[src/rtl/c64_mem_pkg.sv]
// c64_mem_pkg: region encoding, window constants and map decode shared by the C64 bus stage.
package c64_mem_pkg;
    typedef enum logic [2:0] {REG_RAM, REG_BASIC, REG_KERNAL, REG_CHAR, REG_IO, REG_PORT} region_t;
    localparam logic [15:0] BASIC_BASE  = 16'hA000;
    localparam logic [15:0] KERNAL_BASE = 16'hE000;
    localparam int ROM_BITS = 13;
    localparam int IO_BITS  = 12;
    localparam int LORAM  = 0;
    localparam int HIRAM  = 1;
    localparam int CHAREN = 2;
    // io_page is the top nibble of the 4 KB I/O window base.
    function automatic region_t decode(input logic [15:0] ab, input logic [2:0] eff, input logic [3:0] io_page);
        if (ab[15:1] == 15'd0)
            return REG_PORT;
        if (ab[15:ROM_BITS] == BASIC_BASE[15:ROM_BITS])
            return (eff[LORAM] && eff[HIRAM]) ? REG_BASIC : REG_RAM;
        if (ab[15:ROM_BITS] == KERNAL_BASE[15:ROM_BITS])
            return eff[HIRAM] ? REG_KERNAL : REG_RAM;
        if (ab[15:IO_BITS] == io_page)
            return (eff[LORAM] || eff[HIRAM]) ? (eff[CHAREN] ? REG_IO : REG_CHAR) : REG_RAM;
        return REG_RAM;
    endfunction
endpackage

[src/rtl/c64_cpu_port.sv]
// c64_cpu_port: 6510 on-chip port (DDR at $00, data at $01) with read-back and bank bits.
// CPU_PORT_FADE_EN makes undriven bits 7:6 hold their last driven level for FADE_CYCLES.
module c64_cpu_port import c64_mem_pkg::*; #(
    parameter logic [15:0] FADE_CYCLES = 16'd2000
) (
    input  logic       clk,
    input  logic       reset,
    input  logic       wr_ddr,
    input  logic       wr_data,
    input  logic [7:0] wdata,
    input  logic       rd_sel,
    input  logic [7:0] port_in,
    output logic [7:0] ddr,
    output logic [7:0] pdata,
    output logic [2:0] eff,
    output logic [7:0] port_rd
);
    logic [7:0] ddr_n;
    logic [7:0] pdata_n;
    logic [7:0] pins;
    assign ddr_n   = wr_ddr ? wdata : ddr;
    assign pdata_n = wr_data ? wdata : pdata;
    always_ff @(posedge clk) begin
        if (reset) begin
            ddr   <= 8'h00;
            pdata <= 8'h00;
        end else begin
            ddr   <= ddr_n;
            pdata <= pdata_n;
        end
    end
`ifdef CPU_PORT_FADE_EN
    logic [1:0]  held;
    logic [15:0] cnt;
    logic [1:0]  load;
    // A port write while a bit is driven (including turning it to input) captures its level.
    assign load = (wr_ddr || wr_data) ? ddr[7:6] : 2'b00;
    always_ff @(posedge clk) begin
        if (reset) begin
            held <= 2'b00;
            cnt  <= 16'd0;
        end else if (|load) begin
            held <= (held & ~load) | (pdata_n[7:6] & load);
            cnt  <= FADE_CYCLES;
        end else if (cnt <= 16'd1) begin
            held <= 2'b00;
            cnt  <= 16'd0;
        end else begin
            cnt <= cnt - 16'd1;
        end
    end
    assign pins = {held, port_in[5:0]};
`else
    assign pins = port_in;
`endif
    // Undriven bank bits float high through the board pull-ups.
    assign eff     = pdata[2:0] | ~ddr[2:0];
    assign port_rd = rd_sel ? ((pdata & ddr) | (pins & ~ddr)) : ddr;
endmodule

[src/rtl/c64_mem_map.sv]
// c64_mem_map: C64 memory-map decode, 6510 port and read-data steering for the 6502 core.
// Optional CPU_PORT_FADE_EN enables the bit 7:6 fade hold in the processor port.
module c64_mem_map import c64_mem_pkg::*; #(
    parameter logic [15:0] FADE_CYCLES = 16'd2000,
    parameter logic [15:0] IO_BASE     = 16'hD000
) (
    input  logic        clk,
    input  logic        reset,
    input  logic [15:0] cpu_ab,
    input  logic [7:0]  cpu_do,
    input  logic        cpu_we,
    output logic [7:0]  cpu_di,
    output logic [15:0] ram_addr,
    output logic [7:0]  ram_wdata,
    output logic        ram_we,
    input  logic [7:0]  ram_rdata,
    output logic [12:0] basic_addr,
    input  logic [7:0]  basic_data,
    output logic [12:0] kernal_addr,
    input  logic [7:0]  kernal_data,
    output logic [11:0] char_addr,
    input  logic [7:0]  char_data,
    output logic        io_cs,
    output logic        io_we,
    output logic [11:0] io_addr,
    output logic [7:0]  io_wdata,
    input  logic [7:0]  io_rdata,
    input  logic [7:0]  port_in,
    output logic [7:0]  port_out,
    output logic [7:0]  port_dir
);
    region_t    region;
    region_t    sel_q;
    logic [2:0] eff;
    logic [7:0] port_rd;
    logic [7:0] port_rd_q;
    logic       port_wr;
    c64_cpu_port #(.FADE_CYCLES(FADE_CYCLES)) u_port (
        .clk(clk),
        .reset(reset),
        .wr_ddr(port_wr && !cpu_ab[0]),
        .wr_data(port_wr && cpu_ab[0]),
        .wdata(cpu_do),
        .rd_sel(cpu_ab[0]),
        .port_in(port_in),
        .ddr(port_dir),
        .pdata(port_out),
        .eff(eff),
        .port_rd(port_rd)
    );
    assign region      = decode(cpu_ab, eff, IO_BASE[15:12]);
    assign port_wr     = cpu_we && region == REG_PORT;
    assign io_cs       = region == REG_IO;
    assign io_we       = cpu_we && io_cs;
    assign ram_we      = cpu_we && !io_cs;
    assign ram_addr    = cpu_ab;
    assign ram_wdata   = cpu_do;
    assign basic_addr  = cpu_ab[12:0];
    assign kernal_addr = cpu_ab[12:0];
    assign char_addr   = cpu_ab[11:0];
    assign io_addr     = cpu_ab[11:0];
    assign io_wdata    = cpu_do;
    // Source select and port read-back are captured before any same-edge port write lands.
    always_ff @(posedge clk) begin
        if (reset) begin
            sel_q     <= REG_RAM;
            port_rd_q <= 8'h00;
        end else begin
            sel_q     <= region;
            port_rd_q <= port_rd;
        end
    end
    assign cpu_di = sel_q == REG_BASIC  ? basic_data  :
                    sel_q == REG_KERNAL ? kernal_data :
                    sel_q == REG_CHAR   ? char_data   :
                    sel_q == REG_IO     ? io_rdata    :
                    sel_q == REG_PORT   ? port_rd_q   : ram_rdata;
endmodule
[config.mk]
export PLATFORM = sky130hd
export DESIGN_NAME = c64_mem_map
export DESIGN_NICKNAME = d
export VERILOG_FILES = /design/src/rtl/c64_mem_pkg.sv /design/src/rtl/c64_cpu_port.sv /design/src/rtl/c64_mem_map.sv
export SDC_FILE = /design/constraint.sdc
export NUM_CORES = 1
export LEC_CHECK = 0
export BUFFER_PORTS_ARGS = -buffer_cell sky130_fd_sc_hd__buf_2
export CORE_ASPECT_RATIO = 2
export CORE_MARGIN = 8
export CORE_UTILIZATION = 25
export DETAILED_ROUTE_END_ITERATION = 10
export HOLD_SLACK_MARGIN = 0.08
export SYNTH_ARGS = -nofsm -noshare
export SYNTH_HDL_FRONTEND = slang
export SYNTH_SLANG_ARGS = --single-unit
[constraint.sdc]
create_clock -name clk -period 1.75 [get_ports clk]
set_input_delay 0 -clock clk [delete_from_list [all_inputs] [get_ports clk]]
set_output_delay 0 -clock clk [all_outputs]
set_load 0.1 [all_outputs]
==> reports/metrics.cfg <==
[outcome]
status = complete, but fails checks
violations = setup timing

[critical_path]
cp_data_required_time_ns = 1.75
crit_slowest_cell = mux4_2
crit_type = flop to output pin
endpoint_kind = output pin
reg2reg_from = u_port.ddr[1]$_SDFFE_PP0P_
r2r_end = sel_q[2]$_SDFF_PP0_
max_stage_delay_ns = 0.48
cp_cell_sequence = clkbuf_16 -> mux4_2 -> mux2_2 -> buf_6
rrSetupSlack_ns = 0.73
critPathArrivalTime_ns = 1.76
crit_family = multiplexers
startpoint_type = flop
crit_buf_inv = 2
worst-r2r-cell-count = 4
timing.critical_path.fanout_max = 6

[clocking]
cts.path.max_buffers = 2
cts_num_sinks = 27
post_cts_buffers = 0
numCtsBuffers = 3
cts_tree = built
cts-root-buf = clkbuf_16
clk_pin_slew_ns = 0.07
worstSkewPairLatency_ns = 0.26
cts.htree.levels = 1

[grt]
grt_pass1_wl_um = 11900
grt_pass1_vias = 2361
grt_usage = 0.114
antenna_found_initial = 1
grt_max_degree = 33
overflow = 0

[floorplan]
die-area_um2 = 12600
fp.dieW_um = 83.4
core_um2 = 8890
dieHeight_um = 151
start_util = 0.256
rows = 49
io_pins = 184

[pwr]
swShare = 0.515
switchingPower_mw = 1.27
leakagePower_nw = 1.40
p_clk_frac = 0.211
cellPowerDensity_nw_per_um2 = 798
seqPwrFrac = 0.252
intPower_mw = 1.19
power_frac_comb = 0.537
max-vdd-ir-drop_uv = 687

[synthesis]
seq_area_frac_synth = 0.238
ys_types = 27
synth.top_cell.area_share = 0.274
yosysTopAreaCell = buf_4
synth-compound-area-share = 0.144
synth_xor_xnor_area_share = 0
synthSimpleGateAreaFrac = 0.120
avgSynthCellArea_um2 = 8.57
syn-cell-area_um2 = 2270
synth_top_family_by_area = buffers and inverters
yosysMostFrequentCell = buf_4
synth_edf_count = 0
synth_commonest_cells = 83 x buf_4, 27 x a21oi_1, 27 x dfxtp_1
synth_cells = 265
synth.mux.area_fraction = 0.154
ys_ff_latch = 27
synthArstFlopShare = 0
syn_nets = 340
netlist_top_cells_area = buf_4 27%, dfxtp_1 24%, mux4_2 7.9%, a21oi_1 5.9%, o21ai_0 5.3%
ys.flop_type = dfxtp_1
synthAdderAreaFrac = 0
ys_warn_count = 0

[route]
wirelength_um = 8230
routedWlPerCell_um = 17.3
firstDrtPassIters = 4
vias = 2227
drc_errors = 0
drt.antenna.violating_nets = 0
drtIter0Drc = 38
viasPerCell = 4.68

[timing]
slew_headroom = 0.604
setup_violations = 3
setup_tns_ns = -0.0238
hold_viol_final = 0
hold-worst-slack_ns = 0.0775
fin_crit_sh = 1.01
clock_skew_ns = 0.00163
fin_crit_ns = 1.76
setup_ws_ns = -0.0143
rsz0062_at_grt = yes
worst_pin_slew_ns = 0.593
drv_slew = 0
max_freq_mhz = 567

[finish]
stdcell_area_um2 = 3080
regArea_um2 = 564
n_fill_cell = 927
fin_nets = 449
drive_above_1_share = 0.609
multi_input_area_um2 = 995
syn_to_final_growth_pct = 35.7

[job]
drv_cap = 0

[placement]
hpwl_um = 6440
detailed_place.area_um2 = 2680
gp_congestion = 0.790
io_buffers = 183

[worst_hold_path]
min-delay-start = port_in[4]
min_to = port_rd_q[4]$_SDFF_PP0_
hp-class = input pin to flop
holdPathStages = 3

per-stage QoR:
stage | std cells | power, mW | util | worst slack [ns]
3_5_place_dp | 456 | 1.87 | 0.302 | 0.149
5_1_grt | 476 | 2.55 | 0.347 | -0.0596
3_3_place_gp | 456 | 1.86 | 0.302 | 0.184
6_report | 476 | 2.46 | 0.347 | -0.0143
2_1_floorplan | 265 | 1.76 | - | -0.0570
4_1_cts | 474 | 2.44 | 0.336 | -0.0260
worst reg2reg max path: stages (launching register included):
cell      delay, ns
dfxtp_4        0.35
nor2b_4        0.14
a21oi_2        0.15
nand2b_1       0.15
a21oi_1        0.16
registers in the layout, summed over array words and instances (netlist names):
name          flops
port_rd_q         8
u_port.ddr        8
sel_q             3
u_port.pdata      8
cells by family after synthesis:
group                  Yosys count
AO/OA/AOI/OAI                   60
multiplexers                    24
flip-flops                      27
AND/OR/NAND/NOR                 46
buffers and inverters          108
placed cells by master (no fill, tap or decap), types with 2 or more instances in the layout:
master	netlist	routed
a211oi_1	3	3
a21oi_1	27	26
a311oi_1	5	5
and2_1	3	2
buf_12	1	8
buf_2	2	175
buf_4	83	5
buf_6	6	2
clkbuf_16	0	4
dfxtp_1	27	20
dfxtp_4	0	6
dlygate4sd3_1	0	13
inv_1	7	6
mux2_2	8	2
mux2_4	0	6
mux2i_1	8	8
mux4_2	8	8
nand2_1	13	13
nand4_1	17	17
nor2_1	2	2
nor2b_4	0	2
nor4_2	3	3
o21ai_0	24	24
per-layer routing:
metal,GRT usage,wire length [um],part of all wire,up-vias
li1,-,-,-,1075
met1,0.111,2830,0.34,1041
met2,0.220,4710,0.57,96
met3,0.0232,436,0.053,15
met4,0.0600,244,0.030,0
met5,0,0,0,-
how the worst max path moves through the flow:
stage | startpoint | endpoint | cells past startpoint
6_report | sel_q[1]$_SDFF_PP0_ | cpu_di[6] | 4
5_1_grt | sel_q[1]$_SDFF_PP0_ | cpu_di[0] | 4
4_1_cts | sel_q[1]$_SDFF_PP0_ | cpu_di[0] | 4
3_5_place_dp | sel_q[1]$_SDFF_PP0_ | cpu_di[7] | 4
3_3_place_gp | sel_q[1]$_SDFF_PP0_ | cpu_di[6] | 4
2_1_floorplan | u_port.ddr[1]$_SDFFE_PP0P_ | io_we | 5
power groups by stage:
stage	clock network, mW	registers (mW)	logic [mW]
CTS	0.535	0.620	1.29
detailed placement	0	0.635	1.23
finish	0.519	0.620	1.32
global placement	0	0.634	1.23
global route	0.566	0.621	1.36
floorplan	0	0.631	1.13
what timing repair did:
action,CTS,global route
endpoints found under the setup margin,8,8
endpoints found under the hold margin,21,0
hold buffers,13,0
gates cloned,1,1
resized for setup,19,17
final cells by class:
class,instances,area share
Antenna cell,1,0.000812
Clock buffer,3,0.0244
Clock inverter,1,0.00162
Inverter,7,0.00974
Multi-Input combinational cell,130,0.323
Sequential cell,27,0.183
Tap cell,102,0.0414
Timing Repair Buffer,205,0.416
(Power assumes the default switching activity.)
